## src/rtl/ins_prefetch_unit.sv

```systemverilog
// Purpose: instruction fetch unit that keeps one memory request outstanding and fills a DEPTH-entry prefetch FIFO for decode.
// Latency: mem_req_out rises 1 cycle after the issue condition holds; a word acked in cycle N appears at ins_out in cycle N+1.
// Backpressure: fetch stalls on a full FIFO or wait_for_next_in; dequeue is stalled by !ins_ready_in or freeze.
// Build option: define IFU_COMM_DECODE_EN to trap Start/Stop/End communication words (COMM/HALT states).

// Generic prefetch FIFO with flush, registered storage and an occupancy count.
// Latency: a pushed entry is visible at head_dat on the next cycle; pop takes effect at the clock edge.
// Backpressure: none internally; the caller never pushes into a full FIFO unless it pops in the same cycle.
module ifu_fifo #(
    parameter int W     = 8,
    parameter int DEPTH = 4
) (
    input  logic                   clock,
    input  logic                   reset,
    input  logic                   flush,
    input  logic                   push_vld,
    input  logic [W-1:0]           push_dat,
    input  logic                   pop_vld,
    output logic [W-1:0]           head_dat,
    output logic [$clog2(DEPTH):0] count
);
    localparam int AW = $clog2(DEPTH);

    logic [W-1:0]  mem [DEPTH];
    logic [AW-1:0] wr_ptr;
    logic [AW-1:0] rd_ptr;

    // Pointers wrap naturally at DEPTH (power of two); flush empties the FIFO.
    always_ff @(posedge clock or negedge reset) begin
        if (!reset) begin
            wr_ptr <= '0;
            rd_ptr <= '0;
            count  <= '0;
        end else if (flush) begin
            wr_ptr <= '0;
            rd_ptr <= '0;
            count  <= '0;
        end else begin
            if (push_vld) wr_ptr <= wr_ptr + 1'b1;
            if (pop_vld)  rd_ptr <= rd_ptr + 1'b1;
            case ({push_vld, pop_vld})
                2'b10:   count <= count + 1'b1;
                2'b01:   count <= count - 1'b1;
                default: count <= count;
            endcase
        end
    end

    // Storage needs no reset: the head is masked while the FIFO is empty.
    always_ff @(posedge clock) begin
        if (push_vld && !flush) mem[wr_ptr] <= push_dat;
    end

    assign head_dat = (count != '0) ? mem[rd_ptr] : '0;
endmodule

// Instruction fetch FSM with PC redirect/flush in front of the prefetch FIFO.
// Latency: request one cycle after issue condition; FIFO head registered, one cycle after ack.
// Backpressure: stops issuing when FIFO full or wait_for_next_in; ins_ready_in/freeze hold the head.
module ins_prefetch_unit #(
    parameter int              XLEN     = 32,
    parameter int              ILEN     = 32,
    parameter int              DEPTH    = 4,
    parameter logic [XLEN-1:0] RESET_PC = '0
) (
    input  logic            clock,
    input  logic            reset,
    input  logic            redirect_valid_in,
    input  logic [XLEN-1:0] redirect_pc_in,
    input  logic            wait_for_next_in,
    input  logic            freeze,
    output logic            mem_req_out,
    output logic [XLEN-1:0] mem_addr_out,
    input  logic            mem_ack_in,
    input  logic [ILEN-1:0] mem_data_in,
    output logic            ins_valid_out,
    input  logic            ins_ready_in,
    output logic [ILEN-1:0] ins_out,
    output logic [XLEN-1:0] npc_out,
    output logic            communication_enable_out,
    output logic [18:0]     communication_signal_out
);
    localparam int              CW       = $clog2(DEPTH) + 1;
    localparam logic [CW-1:0]   FULL_CNT = CW'(DEPTH);
    localparam logic [XLEN-1:0] PC_STEP  = XLEN'(ILEN / 8);

    typedef struct packed {
        logic [ILEN-1:0] ins;
        logic [XLEN-1:0] npc;
    } entry_t;

`ifdef IFU_COMM_DECODE_EN
    typedef enum logic [1:0] {
        S_IDLE = 2'd0,
        S_REQ  = 2'd1,
        S_COMM = 2'd2,
        S_HALT = 2'd3
    } state_t;
`else
    typedef enum logic {
        S_IDLE = 1'b0,
        S_REQ  = 1'b1
    } state_t;
`endif

    state_t          state;
    state_t          state_nxt;
    logic [XLEN-1:0] fetch_pc;
    logic [XLEN-1:0] fetch_pc_nxt;
    logic [XLEN-1:0] req_pc;
    logic [XLEN-1:0] req_pc_nxt;
    logic [XLEN-1:0] pc_inc;
    logic            drop;
    logic            drop_nxt;
    logic            push_vld;
    logic            pop_vld;
    logic [CW-1:0]   count;
    logic [CW-1:0]   count_post;
    logic            issue_now;
    logic            issue_post;
    entry_t          push_ent;
    entry_t          head_ent;

`ifdef IFU_COMM_DECODE_EN
    logic            is_comm;
    logic            trap_vld;
    logic            comm_fire;
    logic [18:0]     comm_word;
    logic            comm_en_q;
    logic [18:0]     comm_sig_q;

    // Opcode 111111 marks communication words; [18:17]=01 is an ordinary instruction.
    assign is_comm = (mem_data_in[31:26] == 6'b111111) && (mem_data_in[18:17] != 2'b01);
`endif

    assign pc_inc        = fetch_pc + PC_STEP;
    assign ins_valid_out = (count != '0);
    assign pop_vld       = ins_valid_out && ins_ready_in && !freeze && !redirect_valid_in;
    assign count_post    = count + CW'(1) - CW'(pop_vld);
    assign issue_now     = !wait_for_next_in && (count < FULL_CNT) && !redirect_valid_in;
    assign issue_post    = !wait_for_next_in && (count_post < FULL_CNT);

    assign push_ent.ins  = mem_data_in;
    assign push_ent.npc  = pc_inc;

    assign mem_req_out   = (state == S_REQ);
    assign mem_addr_out  = mem_req_out ? req_pc : '0;
    assign ins_out       = head_ent.ins;
    assign npc_out       = head_ent.npc;

    ifu_fifo #(
        .W     ($bits(entry_t)),
        .DEPTH (DEPTH)
    ) u_fifo (
        .clock    (clock),
        .reset    (reset),
        .flush    (redirect_valid_in),
        .push_vld (push_vld),
        .push_dat (push_ent),
        .pop_vld  (pop_vld),
        .head_dat (head_ent),
        .count    (count)
    );

    // Next-state and datapath control; a redirect overrides every other action this cycle.
    always_comb begin
        state_nxt    = state;
        fetch_pc_nxt = fetch_pc;
        req_pc_nxt   = req_pc;
        drop_nxt     = drop;
        push_vld     = 1'b0;
`ifdef IFU_COMM_DECODE_EN
        trap_vld     = 1'b0;
        comm_fire    = 1'b0;
`endif
        if (redirect_valid_in) begin
            fetch_pc_nxt = redirect_pc_in;
            if ((state == S_REQ) && !mem_ack_in) begin
                // The request cannot be withdrawn: stay in REQ and swallow its response.
                drop_nxt = 1'b1;
            end else begin
                drop_nxt  = 1'b0;
                state_nxt = S_IDLE;
            end
        end else begin
            case (state)
                S_IDLE: begin
                    if (issue_now) begin
                        state_nxt  = S_REQ;
                        req_pc_nxt = fetch_pc;
                    end
                end
                S_REQ: begin
                    if (mem_ack_in) begin
                        if (drop) begin
                            drop_nxt  = 1'b0;
                            state_nxt = S_IDLE;
                        end else begin
                            fetch_pc_nxt = pc_inc;
`ifdef IFU_COMM_DECODE_EN
                            if (is_comm) begin
                                trap_vld  = 1'b1;
                                state_nxt = S_COMM;
                            end else
`endif
                            begin
                                push_vld = 1'b1;
                                if (issue_post) begin
                                    req_pc_nxt = pc_inc;
                                end else begin
                                    state_nxt = S_IDLE;
                                end
                            end
                        end
                    end
                end
`ifdef IFU_COMM_DECODE_EN
                S_COMM: begin
                    // Older instructions must drain to decode before the unit is told.
                    if (count == '0) begin
                        comm_fire = 1'b1;
                        state_nxt = (comm_word[18:17] == 2'b10) ? S_IDLE : S_HALT;
                    end
                end
                S_HALT: begin
                    state_nxt = S_HALT;
                end
`endif
                default: begin
                    state_nxt = S_IDLE;
                end
            endcase
        end
    end

    // FSM state register.
    always_ff @(posedge clock or negedge reset) begin
        if (!reset) begin
            state <= S_IDLE;
        end else begin
            state <= state_nxt;
        end
    end

    // Fetch PC, address held on the memory bus, and pending-drop flag.
    always_ff @(posedge clock or negedge reset) begin
        if (!reset) begin
            fetch_pc <= RESET_PC;
            req_pc   <= '0;
            drop     <= 1'b0;
        end else begin
            fetch_pc <= fetch_pc_nxt;
            req_pc   <= req_pc_nxt;
            drop     <= drop_nxt;
        end
    end

`ifdef IFU_COMM_DECODE_EN
    // Held trap word plus the registered pulse and signal towards the Communication Unit.
    always_ff @(posedge clock or negedge reset) begin
        if (!reset) begin
            comm_word  <= '0;
            comm_en_q  <= 1'b0;
            comm_sig_q <= '0;
        end else begin
            comm_en_q <= comm_fire;
            if (redirect_valid_in) begin
                comm_word <= '0;
            end else if (trap_vld) begin
                comm_word <= mem_data_in[18:0];
            end
            if (comm_fire) comm_sig_q <= comm_word;
        end
    end

    assign communication_enable_out = comm_en_q;
    assign communication_signal_out = comm_sig_q;
`else
    assign communication_enable_out = 1'b0;
    assign communication_signal_out = '0;
`endif
endmodule

```

## config.mk

```make
export PLATFORM = sky130hd
export DESIGN_NAME = ins_prefetch_unit
export DESIGN_NICKNAME = d
export VERILOG_FILES = /design/src/rtl/ins_prefetch_unit.sv
export SDC_FILE = /design/constraint.sdc
export NUM_CORES = 1
export LEC_CHECK = 0
export CORE_AREA = 2 2 195 197
export DETAILED_ROUTE_END_ITERATION = 7
export DIE_AREA = 0 0 197 199
export PLACE_DENSITY = 0.58
export SLEW_MARGIN = 40
export SYNTH_ARGS = -nofsm -noshare
export SYNTH_HDL_FRONTEND = slang
export SYNTH_SLANG_ARGS = --single-unit
```

## constraint.sdc

```tcl
create_clock -name clock -period 8.5 [get_ports clock]
set_input_delay 1.275 -clock clock [delete_from_list [all_inputs] [get_ports clock]]
set_output_delay 1.275 -clock clock [all_outputs]
set_load 0.01 [all_outputs]
```

==> impl_results.md <==
- Status: finished clean
- YS warnings: 0
- Minimum clock period: about 4.4 ns
- Worst R2R Start: u_fifo.count[0]$_DFFE_PN0P_
- Clock skew: 0.0166 ns
- Area Overhead vs Synth: 21.8%
- Reg2reg end: req_pc[4]$_DFFE_PN0P_
- Yosys reg bits: 329
- Layout cells sized above 1: between 10% and 20%
- Deepest clock path buffer count: 3
- DIE HEIGHT: between 150 and 200 um
- Starting Density: between 30% and 40%
- Final setup fails: 0
- Fin nets: 1181
- Post-synth EDFFs: roughly 260
- Worst Path Required: a little over 7 ns
- Critical Path AT: just over 3 ns
- P_leak: 6.09 nW
- Reg clk slew, reported paths: ~0.060 ns
- Endpoint, Worst Hold: req_pc[4]$_DFFE_PN0P_
- Port-buffer cells: about 170
- Die X: around 200 um
- Ys flop type: edfxtp_1
- Vias/cell: about 5.1
- Vias in the first global route: 8449
- CTS tree: built
- Setup bufs post-CTS: 0
- Area share of the largest cell type after synthesis: roughly 52%
- RSZ-0062 raised after global routing: no
- Period utilization: between 50% and 60%
- Max-slew violations: 0
- Number of max-cap violations: 0
- IO Count: 189
- Initial antenna violation count: 0
- GRT Total Usage: roughly 17%
- HP Start: req_pc[4]$_DFFE_PN0P_
- Setup crit end kind: output port
- Root Buffer: clkbuf_16
- Max VDD drop: 120 uV
- Slew @ Worst Pin: approximately 0.77 ns
- Most common cell after layout, fill and taps aside: edfxtp_1
- Core ar.: between 0.03 and 0.04 mm^2
- Diode count: 0
- Iter 0 DRT Violations: ~540
- DRT Pass-1 Iters: 5
- Final core occ: 48.1%
- Worst R2R Setup Slack: approximately 5.4 ns
- Hold Path Cell Cnt: 1
- Htree depth: 2
- Die area: just under 0.04 mm^2
- Post-CTS sizing: 0
- First-pass GRT wire length: about 50000 um
- Area leader, netlist: edfxtp_1
- FF-to-FF path depth: 8
- TritonCTS buffer count: 37
- Crit path launch type: flop
- Final GP Congestion: about 0.78
- Fmax: between 200 and 250 MHz
- Count of cell types in the netlist: 55
- Largest net degree at the start of global routing: between 70 and 80
- Hold slack final: roughly 0.50 ns
- Via Count: 8089
- DRC: 0
- Clock sink count: around 330
- Most frequent cells in the layout: 256 x edfxtp_1, 166 x clkdlybuf4s50_1, 94 x and2_1, 71 x dfrtp_1, 64 x mux4_2
- Post-Syn Instances: 949
- Worst rel slew slack: 48.4%
- Post-DRT Antenna Nets: 0
- Total grt overflow: 0
- Sequential area share after synthesis: about two thirds
- Crit path kind: reg2out
- Cell row count: 71
- Setup TNS Final: 0 ns
- Avg Inst Size Synth: 15.5 um^2
- Area contributors post-synth: edfxtp_1 52%, dfrtp_1 12%, mux4_2 9.8%, and2_1 4.0%, xor2_1 3.0%
- Power Dens Cells: 258 mW/mm^2
- Crit-path max FO: 45
- Worst skew pair latency: a little over 0.5 ns
- Final hold violation count: 0
- Syn Std Cell Area: ~0.015 mm^2
- Cts hold-fix bufs: 0
- Post-DP HPWL: just over 20000 um
- Hold Crit Class: reg2reg
- Avg WL per Cell: roughly 20 um
- WL final: 32500 um
- Ys async rst share: 22.2%
where the power goes:
part / total, mW / internal (mW) / switching [mW]
registers: 1.97 / 1.87 / 0.103
clock network: 1.46 / 0.855 / 0.604
logic: 1.18 / 0.656 / 0.523
total: 4.61 / 3.38 / 1.23
worst max-delay path by stage:
stage                                 start                    endpoint  slack (ns)  cells past startpoint
5_1_grt        u_fifo.rd_ptr[0]$_DFFE_PN0P_                 npc_out[15]        3.89                      4
4_1_cts        u_fifo.rd_ptr[0]$_DFFE_PN0P_                  npc_out[2]        3.98                      4
2_1_floorplan                    mem_ack_in  u_fifo.mem[0][0]$_DFFE_PP_        4.57                      4
3_5_place_dp              redirect_valid_in       req_pc[4]$_DFFE_PN0P_        4.36                      8
3_3_place_gp   u_fifo.rd_ptr[0]$_DFFE_PN0P_                  npc_out[2]        4.26                      4
6_report       u_fifo.rd_ptr[0]$_DFFE_PN0P_                  npc_out[2]        4.12                      4
routing by layer:
| metal | GRT usage [%] | part of all wire (%) |
|---|---|---|
| met5 | 0 | 0 |
| met4 | 3.87 | 1.7 |
| met3 | 3.02 | 4.9 |
| met2 | 27.1 | 47 |
| met1 | 23.7 | 46 |
cells in the mapped netlist (4+ instances only):
master,number
edfxtp_1,256
and2_1,94
dfrtp_1,73
mux4_2,64
nand2_1,60
xor2_1,50
xnor2_1,41
clkbuf_1,39
mux2_4,29
nor2_1,28
o21ai_0,25
buf_4,20
nand4_1,20
nand3_1,18
buf_2,16
nor3_1,15
inv_1,12
and4_1,9
nor4_1,9
ha_1,8
and3_1,7
buf_1,6
o21ai_1,6
buf_6,4
logic make-up after synthesis:
group                      count (synthesis)  share of synthesized area (%)
and+or+nand+nor                          276                           10.4
buffers and inverters                     99                           3.46
muxes                                     99                           13.2
other                                      1                         0.0256
adders and majority gates                 10                          0.819
AOI/OAI and AO/OA                         44                           1.78
xor gates and xnor gates                  91                           5.44
DFF                                      329                           64.9
through the flow:
stage | setup slack, ns | area [um^2] | total power [mW] | instances
after floorplan | 4.57 | 14700 | 2.65 | 968
after global placement | 4.26 | 16600 | 3.20 | 1532
after detailed placement | 4.36 | 16800 | 3.20 | 1537
after CTS | 3.98 | 17800 | 4.69 | 1601
after global routing | 3.89 | 17900 | 4.84 | 1601
final | 4.12 | 17900 | 4.61 | 1601
area by class of cell:
class	count	area [um^2]
inverters	13	51.3
multi-input cells	540	4750
flip-flops and latches	329	9520
clock buffers	43	948
clock inverters	21	146
well taps	474	593
repair buffers	181	1850
fillers	3193	19300
critical path, cell delays in order, from the launching register on:
cell	delay (ns)
dfrtp_4	0.71
buf_6	0.61
mux4_2	0.60
and2_1	0.17
clkdlybuf4s50_1	0.48
state kept, by name, summed over array words and instances (netlist names):
name and count:
fetch_pc 32, u_fifo.count 3, u_fifo.wr_ptr 2, drop 1, req_pc 32, u_fifo.mem 256, u_fifo.rd_ptr 2, mem_req_out 1
Note: power is estimated with default switching activity, not from simulation.
